$ cat src/rtl/seq_chunk_adder.sv
// Multi-cycle adder/subtractor: processes WIDTH-bit operands CHUNK bits per clock,
// LSB chunk first, with the inter-chunk carry held in a register.
module seq_chunk_adder #(
  parameter int WIDTH = 32,
  parameter int CHUNK = 8
) (
  input  logic             clk,
  input  logic             rst,
  input  logic             start,
  input  logic             sub,
  input  logic [WIDTH-1:0] a,
  input  logic [WIDTH-1:0] b,
  input  logic             cin,
  output logic             busy,
  output logic             done,
  output logic [WIDTH-1:0] sum,
  output logic             cout,
  output logic             ovf
);

  localparam int NCHUNK = WIDTH / CHUNK;
  localparam int CNT_W  = (NCHUNK > 1) ? $clog2(NCHUNK) : 1;
  localparam logic [CNT_W-1:0] LAST_CNT = CNT_W'(NCHUNK - 1);

  typedef enum logic {IDLE, RUN} state_t;

  state_t           state, state_next;
  logic             load, step, last;
  logic [CNT_W-1:0] cnt;
  logic [WIDTH-1:0] op_a, op_b, part;
  logic [WIDTH-1:0] op_a_next, op_b_next, part_next;
  logic             carry;
  logic [CHUNK:0]   chunk_add;

  // Same-sign operands producing an opposite-sign result; equivalent to
  // carry-into-MSB XOR carry-out-of-MSB on the effective operands.
  function automatic logic signed_ovf(input logic a_msb, input logic b_msb,
                                      input logic r_msb);
    return (a_msb == b_msb) && (r_msb != a_msb);
  endfunction

  always_comb begin
    state_next = state;
    load       = 1'b0;
    step       = 1'b0;
    last       = 1'b0;
    case (state)
      IDLE: begin
        if (start) begin
          load       = 1'b1;
          state_next = RUN;
        end
      end
      RUN: begin
        step = 1'b1;
        if (cnt == LAST_CNT) begin
          last       = 1'b1;
          state_next = IDLE;
        end
      end
      default: state_next = IDLE;
    endcase
  end

  assign busy = (state == RUN);

  // Chunk stage: low slices of the shifting operand registers plus the carry.
  assign chunk_add = {1'b0, op_a[CHUNK-1:0]} + {1'b0, op_b[CHUNK-1:0]}
                   + {{CHUNK{1'b0}}, carry};

  generate
    if (NCHUNK > 1) begin : g_shift
      assign op_a_next = {{CHUNK{1'b0}}, op_a[WIDTH-1:CHUNK]};
      assign op_b_next = {{CHUNK{1'b0}}, op_b[WIDTH-1:CHUNK]};
      assign part_next = {chunk_add[CHUNK-1:0], part[WIDTH-1:CHUNK]};
    end else begin : g_single
      assign op_a_next = '0;
      assign op_b_next = '0;
      assign part_next = chunk_add[CHUNK-1:0];
    end
  endgenerate

  always_ff @(posedge clk) begin
    if (rst) state <= IDLE;
    else     state <= state_next;
  end

  always_ff @(posedge clk) begin
    if (rst) begin
      cnt  <= '0;
      done <= 1'b0;
      sum  <= '0;
      cout <= 1'b0;
      ovf  <= 1'b0;
    end else begin
      done <= last;
      if (load)      cnt <= '0;
      else if (step) cnt <= cnt + 1'b1;
      if (last) begin
        sum  <= part_next;
        cout <= chunk_add[CHUNK];
        ovf  <= signed_ovf(op_a[CHUNK-1], op_b[CHUNK-1], chunk_add[CHUNK-1]);
      end
    end
  end

  // Operand stage: subtraction folds into ~b with the borrow inverted into the carry.
  always_ff @(posedge clk) begin
    if (load) begin
      op_a  <= a;
      op_b  <= sub ? ~b : b;
      carry <= cin ^ sub;
    end else if (step) begin
      op_a  <= op_a_next;
      op_b  <= op_b_next;
      part  <= part_next;
      carry <= chunk_add[CHUNK];
    end
  end

endmodule

$ cat config.mk
export PLATFORM = sky130hd
export DESIGN_NAME = seq_chunk_adder
export DESIGN_NICKNAME = d
export VERILOG_FILES = /design/src/rtl/seq_chunk_adder.sv
export SDC_FILE = /design/constraint.sdc
export NUM_CORES = 1
export LEC_CHECK = 0
export CORE_UTILIZATION = 50
export DETAILED_ROUTE_END_ITERATION = 12
export HOLD_SLACK_MARGIN = 0.08
export PLACE_DENSITY_LB_ADDON = 0.12
export SLEW_MARGIN = 10
export SYNTH_ARGS = -nofsm -noshare
export SYNTH_HDL_FRONTEND = slang
export SYNTH_SLANG_ARGS = --single-unit
$ cat constraint.sdc
create_clock -name clk -period 2.9 [get_ports clk]
set_input_delay 0.58 -clock clk [delete_from_list [all_inputs] [get_ports clk]]
set_output_delay 0.58 -clock clk [all_outputs]
set_load 0.02 [all_outputs]
==> results of run 1 <==
## per-stage QoR
stage	setup slack [ns]	hold slack, ns	utilization (%)	power [mW]	cell area, µm²
2_1_floorplan	0.4911	0.4273	-	2.604	5205
3_3_place_gp	0.6170	0.4290	64.43	2.788	6385
3_5_place_dp	0.5394	0.4348	64.43	2.812	6385
4_1_cts	0.5207	0.4452	70.47	4.892	6983
5_1_grt	0.3649	0.4593	70.47	5.046	6983
6_report	0.5385	0.4441	70.47	4.845	6983
## power by group
group          leakage [nW]  internal (mW)  total (mW)  switching, mW
registers              1.21           2.16        2.22         0.0629
clock network         0.295           1.24        2.08          0.840
logic                  1.15          0.264       0.550          0.285
## flip-flops by register name (all words and copies together) (netlist names), 2 cells and up
register  flops
part         24
sum          32
op_a         32
cnt           2
op_b         32
## kinds of logic (layout without fill, tap and decap cells)
logic type	Yosys count	after routing	share of synthesized area (%)
mux	2	2	0.3846
buf+inv	28	147	2.620
simple gates	134	134	10.84
xor+xnor	38	38	6.394
compound gates	82	82	11.11
fa+ha+maj	10	10	2.692
flops	127	127	65.96
## worst max path at each step
| stage | startpoint | end | slack (ns) | depth (start not counted) |
|---|---|---|---|---|
| 2_1_floorplan | busy | carry | 0.49 | 3 |
| 3_3_place_gp | op_a[0] | part[30] | 0.62 | 6 |
| 3_5_place_dp | rst | sum[11] | 0.54 | 5 |
| 4_1_cts | op_a[0] | part[30] | 0.52 | 6 |
| 5_1_grt | op_a[0] | part[30] | 0.36 | 6 |
| 6_report | op_a[0] | part[30] | 0.54 | 6 |
## worst reg2reg max path: stages, from the launching register on
cell and delay [ns]:
edfxtp_1 0.40, fa_1 0.50, fa_1 0.44, a211oi_1 0.31
o21bai_1 0.16, a21oi_1 0.22, xnor2_1 0.08
## layout by cell type (no fill, tap or decap), drive strengths merged, types with 9 or more instances in the layout
cell	Yosys	routed
edfxtp	89	89
xnor2	35	35
clkbuf	5	20
buf	20	9
nor2	12	12
clkdlybuf4s50	0	103
a22o	30	30
o21ai	33	33
and2	9	9
dfxtp	38	38
nand2	100	100
inv	2	10
## area by class of cell
class	instances	area, µm²	share of cell area (%)
Multi-Input combinational cell	266	1640	23.49
Timing Repair Buffer	112	1134	16.23
Inverter	3	11.26	0.1613
Clock buffer	20	489.2	7.006
Sequential cell	127	3433	49.17
Tap cell	133	166.4	2.383
Clock inverter	12	108.9	1.559
## per-layer routing
layer	routed length (µm)	up-vias
met5	0	-
met4	198	0
met3	505	14
met2	4826	94
met1	3827	1559
li1	-	1710
==> impl_results.md, run 1 <==
- Status: finished clean
- CP startpoint kind: register
- Reg-to-Reg End: part[30]
- Detailed placement HPWL: 6117 µm
- Required @ worst endpoint: 3.16 ns
- Mapped Area: 5205 µm²
- Setup CP Type: reg -> reg
- Syn. warnings: 0
- Ports: around 110
- Post-synth top area cell: edfxtp_1
- Vias: 3377
- CTS Sinks: 127
- Power per cell area: 693.8 nW/µm²
- Fillers: 712
- Cells after Synth: 421
- Worst-path clk slew: 0.07 ns
- First-pass GRT wire length: 15390 µm
- Cell depth of the worst hold path: 0
- DIE WIDTH: 104.0 µm
- Vias in the first global route: approximately 3300
- Layout cell share with drive strength beyond 1: 9.259%
- Gr usage total: between 10% and 20%
- Area delta synth->final: 34.16%
- Fin nets: 606
- FFs w/ async S/R, synth: 0%
- Worst-path fanout max: 3
- CTS Buffer Depth: 2
- Final slew viol count: 0
- Max Cap Viol: 0
- Hold buffer count at CTS: 0
- Min-delay src: part[20]
- Most frequent cell after synthesis: nand2_1
- Library cells used by synthesis: 37
- Routed Antenna Nets: 0
- Period utilisation layout: 81.43%
- RSZ-0062 raised after global routing: false
- Reg2Reg Depth: 6
- Seq cells post-synth: about 130
- Final Skew: between 0.006 and 0.007 ns
- Synth top area cells: edfxtp_1 (51%), dfxtp_1 (15%), nand2_1 (7.2%), xnor2_1 (5.9%), a22o_1 (5.0%)
- Clock root cell: clkbuf_8
- Vias per cell: 5.018
- # DRC: 0
- Tmin final: roughly 2.4 ns
- Top Usage Layer GRT: met2
- DRT Wirelength: approximately 9400 µm
- Crit path DAT: between 2 and 3 ns
- IO buf count: 104
- Met3 Usage GRT: 6.140%
- Drt pass-1 iters: 4
- Synthesized area per cell: between 10 and 15 µm²
- CTS tree: built
- Core area: 9910 µm²
- Post-CTS Setup Inserts: 0
- CP max-delay cell: fa_1
- Buf/Inv on CP: 0
- Hold Vio Cnt, Final: 0
- Worst Hold Class: reg -> reg
- Setup TNS: 0 ns
- Leakage: 2.657 nW
- Starting Density: 52.53%
- Largest net degree at the start of global routing: 66
- Worst Tran Pin Value: 0.5256 ns
- Met2 Track Usage GR: 32.05%
- Diode count: 0
- Peak VDD IR: roughly 0.39 mV
- CP top delay family: adder cells
- Post-synth top area share: about half
- Sequential fraction of the synthesis area: approximately two thirds
- R2r setup slk: 0.54 ns
- Syn_nets: 500
- Worst Hold Path EP: part[12]
- Top post-synthesis cells by count: nand2_1 (100), edfxtp_1 (89), dfxtp_1 (38)
- Number of synthesized flops with an enable pin: 89
- Setup violators final: 0
- Slew headroom: between 60% and 70%
- Crit end category: register
- Die height: between 100 and 150 µm
- Skew-Pair Late Insertion Delay: between 0.5 and 0.6 ns
- CP dominant cell by count: fa_1
- Average wire per standard cell: 13.90 µm
- Crit-path max cell delay: approximately 0.50 ns
- Non-Filler Instances: 673
- FF-to-FF Start: op_a[0]
- Full die area: around 11000 µm²
- Post-placement cell count: 641
- Total gr overflow: 0
- CTS resizes: 0
- Initial DRC Count: 60
- Max Fclk: roughly 420 MHz
- H-tree depth: 4
- Initial antenna violation count: 0
- TritonCTS Buffers: 17
- Worst-path cell chain: fa_1 -> fa_1 -> a211oi_1 -> o21bai_1 -> a21oi_1 -> xnor2_1
- M1 GR Usage: 20.74%
- Placer congestion estimate: 0.8653
- Row count: 36
- Synth Flop Type: edfxtp_1
No activity file was read; power rests on OpenSTA's default activity.
==> run 2: changes to the inputs <==
--- a/config.mk
+++ b/config.mk
@@ -5,7 +5,7 @@
 export SDC_FILE = /design/constraint.sdc
 export NUM_CORES = 1
 export LEC_CHECK = 0
-export CORE_UTILIZATION = 50
+export CORE_UTILIZATION = 46
 export DETAILED_ROUTE_END_ITERATION = 12
 export HOLD_SLACK_MARGIN = 0.08
 export PLACE_DENSITY_LB_ADDON = 0.12
==> constraint.sdc (replaced) <==
create_clock -name clk -period 2.1 [get_ports clk]
set_input_delay 0.42 -clock clk [delete_from_list [all_inputs] [get_ports clk]]
set_output_delay 0.42 -clock clk [all_outputs]
set_load 0.02 [all_outputs]
==> run 2 against run 1 <==
The flow now finishes with violations (setup timing). Combinational power grew 54%. Non-clock buffer count up 9. Count of clock-buffer cells in the layout rose by 5. Cell count is 2.4% higher. Largest power group unchanged.
==> impl_results.md, run 2 (synthesized netlist as in run 1, its figures left out) <==
- Status: finished, violations left
- Violated checks: setup timing
- Final core occ: 65.17% (-5.3 points)
- Fin nets: 615 (+1.5%)
- Worst Tran Pin Value: 0.4896 ns (-0.03608 ns)
- Max Fclk: 474.4 MHz (+12%)
- CTS Sinks: 127 (unchanged)
- Peak VDD IR: 0.6117 mV (+55%)
- Hold buffer count at CTS: 0 (unchanged)
- Area delta synth->final: 36.92%
- Worst Hold Class: reg -> reg
- Average wire per standard cell: 13.81 µm (-0.70%)
- CP max-delay cell: edfxtp_1
- Crit path DAT: 2.25 ns (-0.37 ns)
- Clk pwr share: 43.1% (+0.2 points)
- Skew-Pair Late Insertion Delay: 0.40 ns (-0.11 ns)
- Final Hold Slack: 0.4436 ns (-0.0005210 ns)
- Full die area: 11740 µm² (+8.5%)
- Setup TNS: -0.008052 ns (-0.008052 ns)
- CP startpoint kind: register
- Vias in the first global route: 3321 (+0.45%)
- Final Skew: 0.01366 ns (+0.006789 ns)
- DP Area: 6472 µm² (+1.4%)
- Biggest registers after layout: op_a: 32 flops, op_b: 32 flops, sum: 32 flops
- IO buf count: 104 (unchanged)
- Placer congestion estimate: 0.7643 (-12%)
- Routed Antenna Nets: 0 (unchanged)
- Sw frac: 22.05% (-2.5 points)
- Hold Vio Cnt, Final: 0 (unchanged)
- R2r setup slk: -0.008 ns (-0.55 ns)
- Starting Density: 47.60% (-4.9 points)
- Core area: 10940 µm² (+10%)
- Setup violators final: 2 (+2)
- Gr usage total: 17.59% (-0.83 points)
- CP top delay family: adder cells
- Initial DRC Count: 240 (+300%)
- Fin area: 7127 µm² (+2.1%)
- Row count: 38 (+5.6%)
- Period utilisation layout: 100.4% (+19 points)
- Vias per cell: 4.943 (-1.5%)
- Ports: 105 (unchanged)
- Worst-path clk slew: 0.06 ns (about the same)
- CTS Buffer Depth: 2 (unchanged)
- Initial antenna violation count: 0 (unchanged)
- Max Cap Viol: 0 (unchanged)
- Worst-path cell chain: fa_2 -> fa_2 -> a211oi_4 -> o21bai_1 -> a21oi_1 -> xnor2_1
- P_int: 5.355 mW (+46%)
- Buf/Inv on CP: 0 (unchanged)
- CTS tree: built
- Crit-path max cell delay: 0.43 ns (-0.07 ns)
- Total gr overflow: 0 (unchanged)
- Power per cell area: 963.9 nW/µm² (+39%)
- Largest net degree at the start of global routing: 81 (+23%)
- Crit end category: register
- # DRC: 0 (unchanged)
- Worst-path fanout max: 3 (unchanged)
- DRT Wirelength: 9513 µm (+1.7%)
- TritonCTS Buffers: 17 (unchanged)
- DIE WIDTH: 108.4 µm (+4.2%)
- Logic pwr share: 12.3% (+1.0 points)
- Final worst setup slack: -0.008014 ns (-0.5465 ns)
- Flop pwr share: 44.6% (-1.2 points)
- Most frequent cells in the layout: clkdlybuf4s50_1 (103), nand2_1 (100), edfxtp_1 (89)
- Vias: 3406 (+0.86%)
- Post-placement cell count: 655 (+2.2%)
- Non-Filler Instances: 689 (+2.4%)
- Drt pass-1 iters: 4 (unchanged)
- Die height: 108.4 µm (+4.2%)
- Commonest non-fill, non-tap cell in the layout: clkdlybuf4s50_1
- P_sw: 1.515 mW (+28%)
- CP dominant cell by count: fa_2
- Required @ worst endpoint: 2.24 ns (-0.92 ns)
- Leakage: 2.712 nW (+2.0%)
- Setup CP Type: reg -> reg
- First-pass GRT wire length: 15460 µm (+0.41%)
- Clock root cell: clkbuf_16
- Layout cell share with drive strength beyond 1: 10.93% (+1.7 points)
- Final slew viol count: 0 (unchanged)
- Diode count: 0 (unchanged)
- Tmin final: 2.108 ns (-0.2535 ns)
- Detailed placement HPWL: 6332 µm (+3.5%)
- H-tree depth: 4 (unchanged)
- Slew headroom: 67.36% (+2.4 points)
- RSZ-0062 raised after global routing: true
==> run 2: cell count changes in the layout (fill, tap and decap cells not counted), moves of 2 or more <==
| cell | previous run | this run |
|---|---|---|
| a211oi_4 | 0 | 2 |
| buf_4 | 5 | 13 |
| bufinv_16 | 0 | 2 |
| clkbuf_1 | 0 | 4 |
| fa_1 | 2 | 0 |
| fa_2 | 0 | 2 |
| inv_6 | 4 | 0 |
| inv_8 | 3 | 0 |
==> run 2: layout make-up <==
| cell class | instances | area [µm²] |
|---|---|---|
| fillers | 839 | 3809 |
| flip-flops and latches | 127 | 3433 |
| multi-input cells | 266 | 1673 |
| repair buffers | 121 | 1214 |
| clock buffers | 25 | 518.0 |
| well taps | 140 | 175.2 |
| clock inverters | 7 | 98.84 |
| inverters | 3 | 15.01 |
==> run 2: metal layers <==
layer / up-vias / routed length (µm) / GRT usage, % / share of wire (%)
met1: 1563 / 3911 / 20.06 / 41
met2: 109 / 4902 / 29.71 / 52
met4: 0 / 165 / 7.239 / 1.7
met5: - / 0 / 0 / 0
li1: 1722 / - / - / -
met3: 12 / 534 / 6.631 / 5.6
==> run 2: metrics by stage <==
step	setup slack, ns	total power, mW
6_report	-0.008014	6.869
5_1_grt	-0.1298	7.163
4_1_cts	0.002746	6.908
3_5_place_dp	-0.07144	3.918
3_3_place_gp	-0.01683	3.887
2_1_floorplan	0.003999	3.603
==> run 2: final timing paths <==
check            from        to  cells past startpoint
max           op_a[0]  part[30]                      6
min          part[27]  part[19]                      0
max reg2reg   op_a[0]  part[30]                      6
min reg2reg  part[27]  part[19]                      0
==> run 2: power by group through the flow <==
stage / Sequential, mW / Combinational [mW] / Clock, mW
final: 3.06 / 0.846 / 2.96
after CTS: 3.06 / 0.817 / 3.03
after global routing: 3.08 / 0.941 / 3.14
after floorplan: 3.09 / 0.516 / 0
after detailed placement: 3.11 / 0.805 / 0
after global placement: 3.10 / 0.784 / 0
==> run 2: what timing repair did <==
item | in CTS | in global routing
setup endpoints to repair | 4 | 6
pin swaps | 2 | 3
resized for setup | 1 | 3
endpoints found under the hold margin | 0 | 0
setup buffers | 0 | 2
==> run 3: changes to the inputs <==
--- a/config.mk
+++ b/config.mk
@@ -7,8 +7,8 @@
 export LEC_CHECK = 0
 export CORE_UTILIZATION = 46
 export DETAILED_ROUTE_END_ITERATION = 12
-export HOLD_SLACK_MARGIN = 0.08
 export PLACE_DENSITY_LB_ADDON = 0.12
+export SKIP_CTS_REPAIR_TIMING = 1
 export SLEW_MARGIN = 10
 export SYNTH_ARGS = -nofsm -noshare
 export SYNTH_HDL_FRONTEND = slang
==> results of run 3 <==
The final DEF is identical to that of run 2; final timing and power are the same.
Among the figures that moved: via count of the first global-routing pass 3321 -> 3326; met1 usage 20.06% -> 20.02%; met2 usage 29.71% -> 29.75%
==> RTL change 1: new RTL, settings of run 2 <==
`CHUNK`: 8 -> 16.
--- a/src/rtl/seq_chunk_adder.sv
+++ b/src/rtl/seq_chunk_adder.sv
@@ -2,7 +2,7 @@
 // LSB chunk first, with the inter-chunk carry held in a register.
 module seq_chunk_adder #(
   parameter int WIDTH = 32,
-  parameter int CHUNK = 8
+  parameter int CHUNK = 16
 ) (
   input  logic             clk,
   input  logic             rst,
Function: changed (a bounded check fails within 4 cycles, from zero or initial values and one cycle with rst high).
==> RTL change 1 against run 2 <==
- the flow still finishes with violations (negative setup slack)
- worst setup slack got worse by 270 ps
- total power rose by 5.2%
- worst hold slack improved by 8.9 ps
- first-iteration DRC count fell by 37%
- synthesized cell count rose by 20%
- synthesized area rose by 3.4%
- non-clock buffer count rose by 18
- sequential cell count fell by 9
- routed wire length rose by 16%
- design area rose by 6.3%
- sequential share of layout area fell by 6.3 points
- largest power group is now clock
- highest routed layer unchanged
==> RTL change 1: results (changes against run 2) <==
Final layout
  – Share of cells above drive strength 1: 15.59% (+4.7 points)
  – Data buffer area share: 18.00% (+0.98 points)
  – Count of non-CTS inverters in the layout: 6 (+3)
  – Comb_multi_in: 353 (+33%)
  – Layout Nets: 721 (+17%)
  – Layout clock area frac: 7.995% (-0.66 points)
  – Fraction of area in registers: 41.91% (-6.3 points)

Yosys
  – Yosys reg bits: 118 (-7.1%)
  – EDFF count, synth: 81 (-9.0%)
  – Adder-Cell Fraction of Synth Area: 4.233% (+1.5 points)
  – Post-synthesis xor/xnor area fraction: 7.488% (+1.1 points)
  – Top cells by area, synth: edfxtp_1 45%, dfxtp_1 14%, nand2_1 8.4%, xnor2_1 6.3%, ha_1 3.5%
  – Synth cell count leaders: 121 x nand2_1, 81 x edfxtp_1, 39 x xnor2_1
  – Mux share of post-synthesis cell area: 0.5814% (+0.20 points)
  – Syn nets: 592 (+18%)
  – Seq/Total Area, Yosys: 58.98% (-7.0 points)

Placement
  – Pre-CTS WS: -337.5 ps (-266.1 ps)

Critical path
  – CP startpoint: carry
  – Register-to-Register Path Depth: 10 (+4)
  – RR Endpoint: sum[20]

Floorplan
  – Die area: 12130 µm² (+3.3%)

Route
  – Routed wire length: 10.99 mm (+16%)
  – Starting DRC count in detailed routing: 151 (-37%)

Timing
  – Setup-failing EPs final: 22 (+20)
  – Setup_tns: -3087 ps (-3079 ps)
  – Max-slew headroom: 64.16% (-3.2 points)
  – Final worst setup slack: -279.1 ps (-271.1 ps)
  – Final Skew: 7.334 ps (-6.330 ps)

Global routing
  – Routing usage on met1: 23.90% (+3.8 points)
  – First-pass GRT wire length: 17.57 mm (+14%)
  – Met2 usage: 31.87% (+2.2 points)

Min path
  – Hold endpoint: sum[15]
  – Hold Crit Depth: 2 (+2)
  – Hold Crit Start: sum[15]

Outcome
  – Status: finished, violations left
  – Failing checks: negative setup slack

Power
  – Leak pwr: 2.931 nW (+8.1%)
  – Peak VDD IR: 0.4694 mV (-23%)
[RTL change 1: cell types whose count changed in the layout (fill, tap and decap cells not counted), moves of 7 or more]
cell and change:
a22o_1 -29, a21oi_1 +25, nand2_1 +19, nor2_1 +16, buf_4 +14, o21ai_0 -11
and2_1 +9, edfxtp_1 -8, ha_1 +7
[RTL change 1: power by group]
| part | leakage, nW | switching, mW | total, mW | internal [mW] |
|---|---|---|---|---|
| clock | 0.299 | 0.967 | 2.90 | 1.93 |
| sequential | 1.14 | 0.0822 | 2.88 | 2.80 |
| combinational | 1.50 | 0.734 | 1.44 | 0.710 |
[RTL change 1: per-stage QoR]
step	hold slack, ps	total power, mW	instances
after floorplan	471.3	3.688	506
after global placement	441.6	4.191	755
after detailed placement	446.4	4.226	755
after CTS	453.6	7.199	789
after global routing	475.4	7.526	791
final	452.4	7.227	791
[RTL change 1: timing repair]
item,CTS,global route
buffers inserted,2,3
endpoints found under the setup margin,22,25
gates resized for setup,19,18
pin swaps,18,14
==> RTL change 2: new RTL, config.mk and constraints of run 2 <==
Without the edit above. Register the inputs `start`, `sub`, `a`, `b` and `cin` before use, with the module's reset. The logic sees them one clock later.
--- a/src/rtl/seq_chunk_adder.sv
+++ b/src/rtl/seq_chunk_adder.sv
@@ -24,6 +24,28 @@
 
   typedef enum logic {IDLE, RUN} state_t;
 
+  logic start_q;
+  logic sub_q;
+  logic [WIDTH-1:0] a_q;
+  logic [WIDTH-1:0] b_q;
+  logic cin_q;
+
+  always_ff @(posedge clk) begin
+    if (rst) begin
+      start_q <= '0;
+      sub_q   <= '0;
+      a_q     <= '0;
+      b_q     <= '0;
+      cin_q   <= '0;
+    end else begin
+      start_q <= start;
+      sub_q   <= sub;
+      a_q     <= a;
+      b_q     <= b;
+      cin_q   <= cin;
+    end
+  end
+
   state_t           state, state_next;
   logic             load, step, last;
   logic [CNT_W-1:0] cnt;
@@ -46,7 +68,7 @@
     last       = 1'b0;
     case (state)
       IDLE: begin
-        if (start) begin
+        if (start_q) begin
           load       = 1'b1;
           state_next = RUN;
         end
@@ -107,9 +129,9 @@
   // Operand stage: subtraction folds into ~b with the borrow inverted into the carry.
   always_ff @(posedge clk) begin
     if (load) begin
-      op_a  <= a;
-      op_b  <= sub ? ~b : b;
-      carry <= cin ^ sub;
+      op_a  <= a_q;
+      op_b  <= sub_q ? ~b_q : b_q;
+      carry <= cin_q ^ sub_q;
     end else if (step) begin
       op_a  <= op_a_next;
       op_b  <= op_b_next;
Function: changed (Yosys sat finds a counterexample within 4 cycles, from zero or initial values and one cycle with rst high).
==> RTL change 2 against run 2 <==
- the run ends with design-rule violations, negative setup slack left
- clock skew shrank 8.4 ps
- via count up 22%
- cell count increased by 26%
- largest cell class unchanged
- die area rose by 34%
- sequential cell count is 67 higher
- sequential power rose by 41%
- critical endpoint is now sum[30]
- synthesized area is 35% higher
- routed wire length rose by 21%
- total power rose by 21%
- worst setup slack got worse by 9.2 ps
- design area rose by 25%
- clock power is 10% higher
==> RTL change 2: results (changes against run 2) <==
Final layout
  – Footprint of the multi-input gates: 2092 µm² (+25%)
  – Register area: 4776 µm² (+39%)
  – Layout Nets: 751 (+22%)
  – Layout clock area frac: 6.884% (-1.8 points)
  – Data buffer area share: 13.29% (-3.7 points)
  – Clock Buffer Count: 19 (-24%)
  – Comb_multi_in: 334 (+26%)
  – Share of cells above drive strength 1: 9.781% (-1.1 points)
  – Seq cells: 194 (+53%)
  – Non-CTS buffers: 122 (+0.83%)
  – Layout filler cell count: 1201 (+43%)
  – Final Instance Area: 8906 µm² (+25%)

Min path
  – Hold endpoint: start_q
  – Hold Crit Depth: 2 (+2)
  – Hold/Removal Path Class: primary input to register

Placement
  – Final HPWL DP: 7.668 mm (+21%)
  – RD Place Congestion: 0.8201 (+7.3%)
  – Dpl cells: 836 (+28%)
  – DP Area: 8270 µm² (+28%)
  – Pre-CTS WS: -103.9 ps (-32.48 ps)

Yosys
  – Seq/Total Area, Yosys: 68.13% (+2.2 points)
  – Synth cell count leaders: 105 x dfxtp_1, 100 x nand2_1, 89 x edfxtp_1
  – Post-synth cell types: 38 (+2.7%)
  – Synth Flop Type: dfxtp_1
  – Syn_area_per_cell: 12.43 µm² (+0.50%)
  – Syn nets: 643 (+29%)
  – Top cells by area, synth: edfxtp_1 38%, dfxtp_1 30%, nor2b_1 6.1%, nand2_1 5.4%, xnor2_1 4.4%

Timing
  – Final Skew: 5.288 ps (-8.375 ps)
  – Final worst setup slack: -17.19 ps (-9.176 ps)
  – Worst hold slack: 281.8 ps (-161.7 ps)
  – Setup-failing EPs final: 1 (-1)
  – Setup_tns: -17.19 ps (-9.138 ps)
  – Slew @ Worst Pin: 630.4 ps (+140.8 ps)

Critical path
  – RR Endpoint: sum[30]
  – CP startpoint: carry
  – Critical Path AT: 2420 ps (+170 ps)
  – Register-to-Register Path Depth: 7 (+1)
  – Critical path's slowest cell: fa_2

Global routing
  – Number of global-route vias before repair: 3917 (+18%)
  – Largest net degree at the start of global routing: 66 (-19%)
  – Global-route usage over all layers: 15.47% (-2.1 points)
  – First-pass GRT wire length: 18.77 mm (+21%)

Power
  – Leak pwr: 3.350 nW (+24%)
  – Total power: 8.343 mW (+21%)
  – Clock-net power: 3.26 mW (+10%)
  – Power share of the combinational group: 9.2% (-3.1 points)
  – Switching Share: 22.17% (+0.12 points)

Route
  – Routed wire length: 11.53 mm (+21%)
  – DR vias/cell: 4.800 (-2.9%)
  – Routed wire per std cell: 13.27 µm (-3.9%)
  – # DRC: 7 (+7)
  – Starting DRC count in detailed routing: 245 (+2.1%)
  – TritonRoute pass-1 iters: 9 (+5)

Clocking
  – Clock Latency Late Sink: 420 ps (+20 ps)

Outcome
  – Failing checks: design-rule violations, negative setup slack
  – Status: finished, violations left

Floorplan
  – Tap Cells: 184 (+31%)
==> RTL change 2: logic make-up after synthesis <==
logic type	after synthesis	synth area share, %
simple gates	202	14.12
flops	194	68.13
compound gates	83	8.445
xor+xnor	38	4.749
buf+inv	36	2.410
fa+ha+maj	10	2.000
mux	1	0.1428
==> RTL change 2: critical path: cells and delay by family, from the launching register on <==
family / cells / cell delay [ps]
muxes: 1 / 180
AOI/OAI and AO/OA: 2 / 360
and+or+nand+nor: 1 / 100
buffers and inverters: 1 / 160
DFF: 1 / 400
adders and majority gates: 2 / 790
==> RTL change 2: what timing repair did <==
item,4_1_cts,5_1_grt
cloned,0,0
hold buffers,0,0
pin swaps,3,1
endpoints found under the setup margin,6,6
resized for setup,2,2
setup buffers,0,1
==> RTL change 2: routing by layer <==
metal	routed length, µm	global-route usage [%]
met5	0	0
met4	131	5.380
met2	5784	26.60
met1	5115	18.18
met3	498	4.921
